File: config.mk
export PLATFORM = sky130hd
export DESIGN_NAME = divclk_monitor
export DESIGN_NICKNAME = d
export VERILOG_FILES = /design/src/rtl/divclk_mon_pkg.sv /design/src/rtl/divclk_edge_sync.sv /design/src/rtl/divclk_monitor.sv
export SDC_FILE = /design/constraint.sdc
export NUM_CORES = 1
export LEC_CHECK = 0
export CAP_MARGIN = 5
export CORE_MARGIN = 8
export CORE_UTILIZATION = 45
export CTS_CLUSTER_SIZE = 25
export DETAILED_ROUTE_END_ITERATION = 10
export GPL_ROUTABILITY_DRIVEN = 0
export GPL_TIMING_DRIVEN = 0
export PLACE_DENSITY = 0.73
export SYNTH_ARGS = -nofsm -noshare
export SYNTH_HDL_FRONTEND = slang
export SYNTH_SLANG_ARGS = --single-unit
File: constraint.sdc
create_clock -name clk_in -period 3.6 [get_ports clk_in]
set_input_delay 0.54 -clock clk_in [delete_from_list [all_inputs] [get_ports clk_in]]
set_output_delay 0.54 -clock clk_in [all_outputs]
set_load 0.1 [all_outputs]
File: src/rtl/divclk_mon_pkg.sv
// Shared types for the divided-clock monitor: FSM state encoding and counter widths.
package divclk_mon_pkg;

  localparam int unsigned STATE_W = 3;
  localparam int unsigned GOOD_W  = 4;

  typedef enum logic [STATE_W-1:0] {
    ST_IDLE    = 3'd0,
    ST_FIRST   = 3'd1,
    ST_ACQUIRE = 3'd2,
    ST_LOCKED  = 3'd3,
    ST_FAULT   = 3'd4
  } state_e;

endpackage

File: src/rtl/divclk_edge_sync.sv
// Brings div_clk into the clk_in domain and produces registered rise/fall ticks.
// DIVCLK_MON_SYNC_EN selects a 2-flop synchroniser; otherwise div_clk is used directly.
module divclk_edge_sync (
  input  logic clk_in,
  input  logic reset,
  input  logic div_clk_i,
  input  logic tick_en_i,
  output logic edge_o,
  output logic rise_tick_o,
  output logic fall_tick_o
);

  logic s_w;
  logic d_q;
  logic rise_q, rise_d;
  logic fall_q, fall_d;

`ifdef DIVCLK_MON_SYNC_EN
  logic [1:0] sync_q;

  always_ff @(posedge clk_in or posedge reset) begin
    if (reset) sync_q <= '0;
    else       sync_q <= {sync_q[0], div_clk_i};
  end

  assign s_w = sync_q[1];
`else
  assign s_w = div_clk_i;
`endif

  // d_q follows s_w even while ticks are suppressed, so enabling never sees a stale edge
  assign edge_o = (s_w != d_q);
  assign rise_d = tick_en_i && edge_o && s_w;
  assign fall_d = tick_en_i && edge_o && !s_w;

  always_ff @(posedge clk_in or posedge reset) begin
    if (reset) begin
      d_q    <= 1'b0;
      rise_q <= 1'b0;
      fall_q <= 1'b0;
    end else begin
      d_q    <= s_w;
      rise_q <= rise_d;
      fall_q <= fall_d;
    end
  end

  assign rise_tick_o = rise_q;
  assign fall_tick_o = fall_q;

endmodule

File: src/rtl/divclk_monitor.sv
// Divided-clock monitor: half-period measurement and lock/fault FSM.
// Optional synchroniser on div_clk enabled by DIVCLK_MON_SYNC_EN (see divclk_edge_sync).
module divclk_monitor
  import divclk_mon_pkg::*;
#(
  parameter int unsigned CNT_W    = 8,
  parameter int unsigned LOCK_CNT = 4,
  parameter int unsigned TOL      = 0
) (
  input  logic             clk_in,
  input  logic             reset,
  input  logic             div_clk,
  input  logic             en,
  input  logic [CNT_W-1:0] exp_half,
  output logic             rise_tick,
  output logic             fall_tick,
  output logic             meas_valid,
  output logic [CNT_W-1:0] half_cnt,
  output logic             locked,
  output logic             fault
);

  localparam logic [CNT_W:0]    TOL_X  = (CNT_W+1)'(TOL);
  localparam logic [CNT_W:0]    ONE_X  = (CNT_W+1)'(1);
  localparam logic [GOOD_W-1:0] LOCK_N = GOOD_W'(LOCK_CNT);

  state_e             state_q, state_d;
  logic [CNT_W-1:0]   cnt_q, cnt_d;
  logic [CNT_W-1:0]   half_q, half_d;
  logic               mv_q, mv_d;
  logic [GOOD_W-1:0]  good_q, good_d;

  logic               edge_w;
  logic               tick_en;
  logic [CNT_W:0]     meas_x, exp_x, dev_x;
  logic               good_meas;
  logic               timeout;

  assign tick_en = en && (state_q != ST_IDLE);

  divclk_edge_sync u_edge (
    .clk_in      (clk_in),
    .reset       (reset),
    .div_clk_i   (div_clk),
    .tick_en_i   (tick_en),
    .edge_o      (edge_w),
    .rise_tick_o (rise_tick),
    .fall_tick_o (fall_tick)
  );

  // Compare one bit wider than the counter so neither subtraction nor limit can wrap
  assign meas_x    = {1'b0, cnt_q};
  assign exp_x     = {1'b0, exp_half};
  assign dev_x     = (meas_x >= exp_x) ? (meas_x - exp_x) : (exp_x - meas_x);
  assign good_meas = (dev_x <= TOL_X);
  assign timeout   = !edge_w && (meas_x >= exp_x + TOL_X + ONE_X);

  assign cnt_d = edge_w ? CNT_W'(1) : ((cnt_q == '1) ? cnt_q : cnt_q + CNT_W'(1));

  always_comb begin
    state_d = state_q;
    good_d  = good_q;
    mv_d    = 1'b0;
    half_d  = half_q;
    if (!en) begin
      state_d = ST_IDLE;
      good_d  = '0;
    end else begin
      unique case (state_q)
        ST_IDLE:    state_d = (exp_half == '0) ? ST_FAULT : ST_FIRST;
        ST_FIRST:   if (edge_w) state_d = ST_ACQUIRE;
        ST_ACQUIRE: begin
          if (edge_w) begin
            mv_d   = 1'b1;
            half_d = cnt_q;
            if (good_meas) begin
              good_d = good_q + GOOD_W'(1);
              if (good_d == LOCK_N) state_d = ST_LOCKED;
            end else begin
              good_d = '0;
            end
          end else if (timeout) begin
            good_d  = '0;
            state_d = ST_FIRST;
          end
        end
        ST_LOCKED: begin
          if (edge_w) begin
            mv_d   = 1'b1;
            half_d = cnt_q;
            if (!good_meas) state_d = ST_FAULT;
          end else if (timeout) begin
            state_d = ST_FAULT;
          end
        end
        ST_FAULT: begin
          if (edge_w) begin
            mv_d   = 1'b1;
            half_d = cnt_q;
          end
        end
        default:    state_d = ST_IDLE;
      endcase
    end
  end

  always_ff @(posedge clk_in or posedge reset) begin
    if (reset) begin
      state_q <= ST_IDLE;
      cnt_q   <= '0;
      good_q  <= '0;
      mv_q    <= 1'b0;
      half_q  <= '0;
    end else begin
      state_q <= state_d;
      cnt_q   <= cnt_d;
      good_q  <= good_d;
      mv_q    <= mv_d;
      half_q  <= half_d;
    end
  end

  assign meas_valid = mv_q;
  assign half_cnt   = half_q;
  assign locked     = (state_q == ST_LOCKED);
  assign fault      = (state_q == ST_FAULT);

endmodule
# Word-level counts from Yosys, hierarchy flattened
# Index checks and enable logic that the tools add are counted.
dict set report totals {
  word_cells 69
  register_bits 27
  input_bits 12
}
dict set report classes {
  eq_ne 17
  magnitude_cmp 3
  n_reduce_logical 14
  n_mux 22
  add_sub_neg 5
}
# cell n
set ops {}
lappend ops {{$mux 3} 10}
lappend ops {{$mux 4} 5}
lappend ops {{$sub 8x8->9} 2}
lappend ops {{$mux 8} 2}
lappend ops {{$ne 4x4->1 const B} 4}
lappend ops {{$pmux 3 s5} 1}
lappend ops {{$add 8x1->9 const B} 1}
lappend ops {{$ge 8x9->1} 1}
lappend ops {{$le 9x1->1 const B} 1}
lappend ops {{$mux 9} 1}
lappend ops {{$add 8x1->8 const B} 1}
lappend ops {{$eq 8x8->1 const B} 1}
lappend ops {{$ge 8x8->1} 1}
lappend ops {{$logic_not 8->1} 1}
lappend ops {{$reduce_and 7->1} 1}
lappend ops {{$eq 3x2->1 const B} 2}
lappend ops {{$logic_and 1x1->1} 5}
lappend ops {{$add 4x1->4 const B} 1}
lappend ops {{$eq 4x3->1 const B} 1}
lappend ops {{$ne 2x2->1 const B} 2}
lappend ops {{$ne 4x2->1 const B} 1}
lappend ops {{$eq 3x1->1 const B} 1}
lappend ops {{$eq 3x3->1 const B} 1}
lappend ops {{$logic_not 3->1} 1}
lappend ops {{10 further kinds} 13}

# Longest topological paths before layout
dict set report depth {
  ltp_word 7
  ltp_mapped 13
  mapped_depth_nobuf 13
}

# Hierarchy
# Synthesis repeated with hierarchy kept, for this count alone.
dict set report unflattened {
  hier_cells 265
  hier_area_um2 2327.2
}
# mod area_per_inst_um2 seq_area_each_um2 cells_each instances
set by_module_without_submodules {}
lappend by_module_without_submodules {divclk_monitor 2222.1 600.6 258 1}
lappend by_module_without_submodules {divclk_edge_sync 105.1 75.1 7 1}

# Worst setup path after synthesis
# Ideal clock, no wire load.
dict set report synth_timing {
  path_kind {input to register}
  start {input exp_half[2]}
  end {register state_q[2]}
  cell_stages 13
  arrival_time_ns 2.825
  n_path_buf 0
  setup_slack_ns 0.649
  setup_ns 0.126
  cell_sequence {inv_2 nor4_4 nand2_1 xnor2_1 ha_1 and4_1 a2111oi_1 o21a_1 o41ai_2 o21ai_4 o211ai_4 o21a_1 o32a_1}
}
dict set report synth_between {
  elab_chain_cells 5
}
# item line
set synth_lines {}
lappend synth_lines {{start: declaration} divclk_monitor.sv:14} ;# input logic [CNT_W-1:0] exp_half,
lappend synth_lines {{$sub 8x8->9 (tied with other cells)} divclk_monitor.sv:54} ;# assign dev_x = (meas_x >= exp_x) ? (meas_x - exp_x) : (exp_x - meas_x);
lappend synth_lines {{$mux 9 / $ge 8x9->1 (equally long branches)} {divclk_monitor.sv:54, divclk_monitor.sv:56}}
lappend synth_lines {{$le 9x1->1 / $logic_and 1x1->1 (equally long branches)} {divclk_monitor.sv:55, divclk_monitor.sv:56}}
lappend synth_lines {{$ne 4x4->1 (no line) / $ne 4x2->1 (equally long branches)} --}
lappend synth_lines {{$reduce_and 7->1 (no line)} --}
lappend synth_lines {{end signal: assignment} divclk_monitor.sv:115} ;# state_q <= state_d;
lappend synth_lines {{end: declaration} divclk_monitor.sv:27} ;# state_e state_q, state_d;
# Parallel ways exist; a longest one is shown, timed or not.
# A chain may end at the register's enable or synchronous reset.

# Final worst setup path
# Same ends and word-level chain as after synthesis.

==> run metrics <==
DRC errors left 0; hold slack 0.489 ns; Netlist cell types 57; fin nets 375; Final Hold Vio Count 0; WS Path Type in2reg; max-slew violations 0; most frequent cells in the layout nand2_1, ha_1, dfrtp_1; Max Cap Viol 0; Area Growth Syn to Fin 16.4%; initial antenna violation count 0; largest net degree at the start of global routing 28; Fmax a little under 0.3 GHz; share of the synthesized area in the top cell type between 20% and 30%; crit-path most repeated cell o21a_1; Initial Util about 46%; Mean Syn Cell Area about 8.2 um2; Synth Net Count 345; Congestion Overflow GR 0; gr usage total 14.6%; via count 2294; Tcrit/Tclk final 93.6%; most common cell after layout, fill and taps aside nand2_1; Critical Path RT 3.76 ns; P_leak 1.33 nW; Pre-Repair DR Iteration Count 4; Crit path largest cell delay 0.39 ns; Seq pwr share 30.6%; Switching Fraction 49.0%; reg2reg start cnt_q[3]; clock power share 13.7%; combinational share of power ~56%; ANT nets after route 0; fin cells approximately 410; Placed Instances 400; routed wire length 6090 um; CTS tree done; Vias/cell around 5.7; Arrival @ worst endpoint 3.53 ns; Cell Rows 27; die width a little over 90 um; TritonCTS Buffers 3; CP bufs+invs 2; Die Y 90.5 um; clock buffer depth 2; CP Cell Sequence dlygate4sd2_1 > inv_2 > nor4_4 > nand2_1 > xnor2_2 > ha_1 > and4_1 > a2111oi_2 > o21a_1 > o41ai_2 > o21ai_4 > o211ai_4 > o21a_1 > o32a_1; worst IR drop on VDD 0.000321 V; worst min-delay path category reg2reg; Sink Count 27; net switching power 0.000610 W; max_slew headroom 31.4%; sequential area share after synthesis between 20 and 30%; CP top delay family compound AO/OA/AOI/OAI gates; Gate Count Post-Synth 304; share of layout cells above drive strength 1 slightly above 8%; Period minus WS final roughly 3.4 ns; Async SR Flop Fraction 100%; CP Launch Type input port; H-tree lvl count 1; setup TNS 0 ns; hold_sp half_cnt[2]; vias in the first global route roughly 2200; Yosys warning count 0; Layout fillers 500; IO buf count 24; initial detailed-routing violation count between 150 and 200; Pwr Density 428 nW/um2; core area 5440 um2; Crit. End Element flop; CTS Hold Bufs 0; Worst-path clk slew 0.09 ns; clock skew about 0.0035 ns; # IOs 25; outcome complete, no violations; # diodes 0; Most used DFF post-synth dfrtp_1; critical path's slowest cell a2111oi_2; clk_lat worst skew 0.27 ns; largest area contributor in the netlist dfrtp_1; post-DP HPWL roughly 4900 um; #FFs+latches synth 27; Root Driver clkbuf_8; Slew @ Worst Pin 1.03 ns; Synth area leaders dfrtp_1, ha_1, nand2_1; Pint 0.000634 W; Die ar. 8190 um2; drt wl/cell roughly 15 um; final count of negative-setup-slack endpoints 0; unrepaired setup endpoints after global routing false; crit-path max FO 6; EDFF count, synth 0; Syn Std Cell Area 2500 um2; first-pass GRT wire length 10200 um; Crit. Startpoint exp_half[2]
==> routing by layer <==
metal / vias to the layer above / global-route usage, % / wire [um]
met5: - / 0 / 0
met4: 0 / 1.94 / 75
met3: 6 / 2.83 / 361
met2: 62 / 25.0 / 2890
met1: 1079 / 18.9 / 2760
li1: 1147 / - / -
==> tightest hold or removal path, cell delays in order (launching register included) <==
cell	delay, ns
dfrtp_1	0.35
nand2_1	0.05
o21ai_0	0.06
==> through the flow <==
| stage | cell area [um2] | util [%] | total power (W) | setup WS [ns] |
|---|---|---|---|---|
| final | 2910 | 53.5 | 0.00124 | 0.229 |
| after global routing | 2910 | 53.5 | 0.00132 | 0.0917 |
| after CTS | 2870 | 52.8 | 0.00125 | 0.0401 |
| after detailed placement | 2830 | 52.0 | 0.00107 | -0.303 |
| after global placement | 2830 | 52.0 | 0.00106 | -0.243 |
| after floorplan | 2500 | - | 0.000910 | 0.649 |
==> final timing paths <==
| kind | to | slack [ns] | cells past startpoint |
|---|---|---|---|
| hold reg to reg | half_cnt[2] | 0.49 | 2 |
| setup reg to reg | good_q[2] | 0.89 | 9 |
| hold / removal | half_cnt[2] | 0.49 | 2 |
| min in group asynchronous | half_cnt[5] | 0.81 | 2 |
| max in group asynchronous | half_cnt[1] | 2.17 | 2 |
| setup / recovery | state_q[2] | 0.23 | 14 |
==> logic make-up (layout without fill, tap and decap cells) <==
group,Yosys count,after routing,synth area share [%]
and+or+nand+nor,115,115,23.9
DFF,27,27,27.1
buffers and inverters,37,66,5.81
xor gates and xnor gates,14,14,4.91
AOI/OAI and AO/OA,80,80,23.0
adders and majority gates,29,29,14.5
muxes,2,2,0.802
==> synthesized netlist by cell type, drive strengths merged (2+ instances only) <==
library cell / n
or2: 2
and2: 2
a21oi: 16
a31oi: 4
inv: 29
ha: 29
nor2b: 5
o21a: 4
nor3: 8
o221ai: 2
xnor2: 11
and4: 2
nor2: 23
nor3b: 2
clkbuf: 3
nand4: 7
and3: 2
nand3: 14
a21o: 5
nand2b: 8
a211oi: 2
dfrtp: 27
a2111oi: 2
buf: 5
o31a: 2
o31ai: 4
o211ai: 3
mux2i: 2
nand2: 33
a32oi: 2
o32ai: 2
xor2: 3
o21ai: 21
nor4: 3
==> layout make-up <==
cell class                      instances  area [um2]  share of cell area, %
Multi-Input combinational cell        240        1690                   58.2
Tap cell                               72        90.1                   3.10
Buffer                                  8        36.3                   1.25
Sequential cell                        27         676                   23.2
Timing Repair Buffer                   25         259                   8.91
Clock inverter                          1        5.00                  0.172
Clock buffer                            3        41.3                   1.42
Inverter                               29         109                   3.74
==> state kept, by name, summed over array words and instances (netlist names) <==
register            count
cnt_q                   8
u_edge.d_q              1
u_edge.fall_tick_o      1
u_edge.rise_tick_o      1
meas_valid              1
half_cnt                8
state_q                 3
good_q                  4
==> power groups by stage <==
stage	sequential, W	combinational (W)	clock, W
finish	0.000381	0.000692	0.000170
floorplan	0.000559	0.000351	0
global route	0.000387	0.000749	0.000188
detailed placement	0.000388	0.000686	0
CTS	0.000381	0.000689	0.000176
global placement	0.000386	0.000678	0
==> what timing repair did <==
item / in CTS / in global routing
setup buffers: 0 / 1
pin swaps: 0 / 2
hold endpoints to repair: 0 / 0
resized for setup: 1 / 9
endpoints found under the setup margin: 1 / 7
Note: power is estimated with default switching activity, not from simulation.
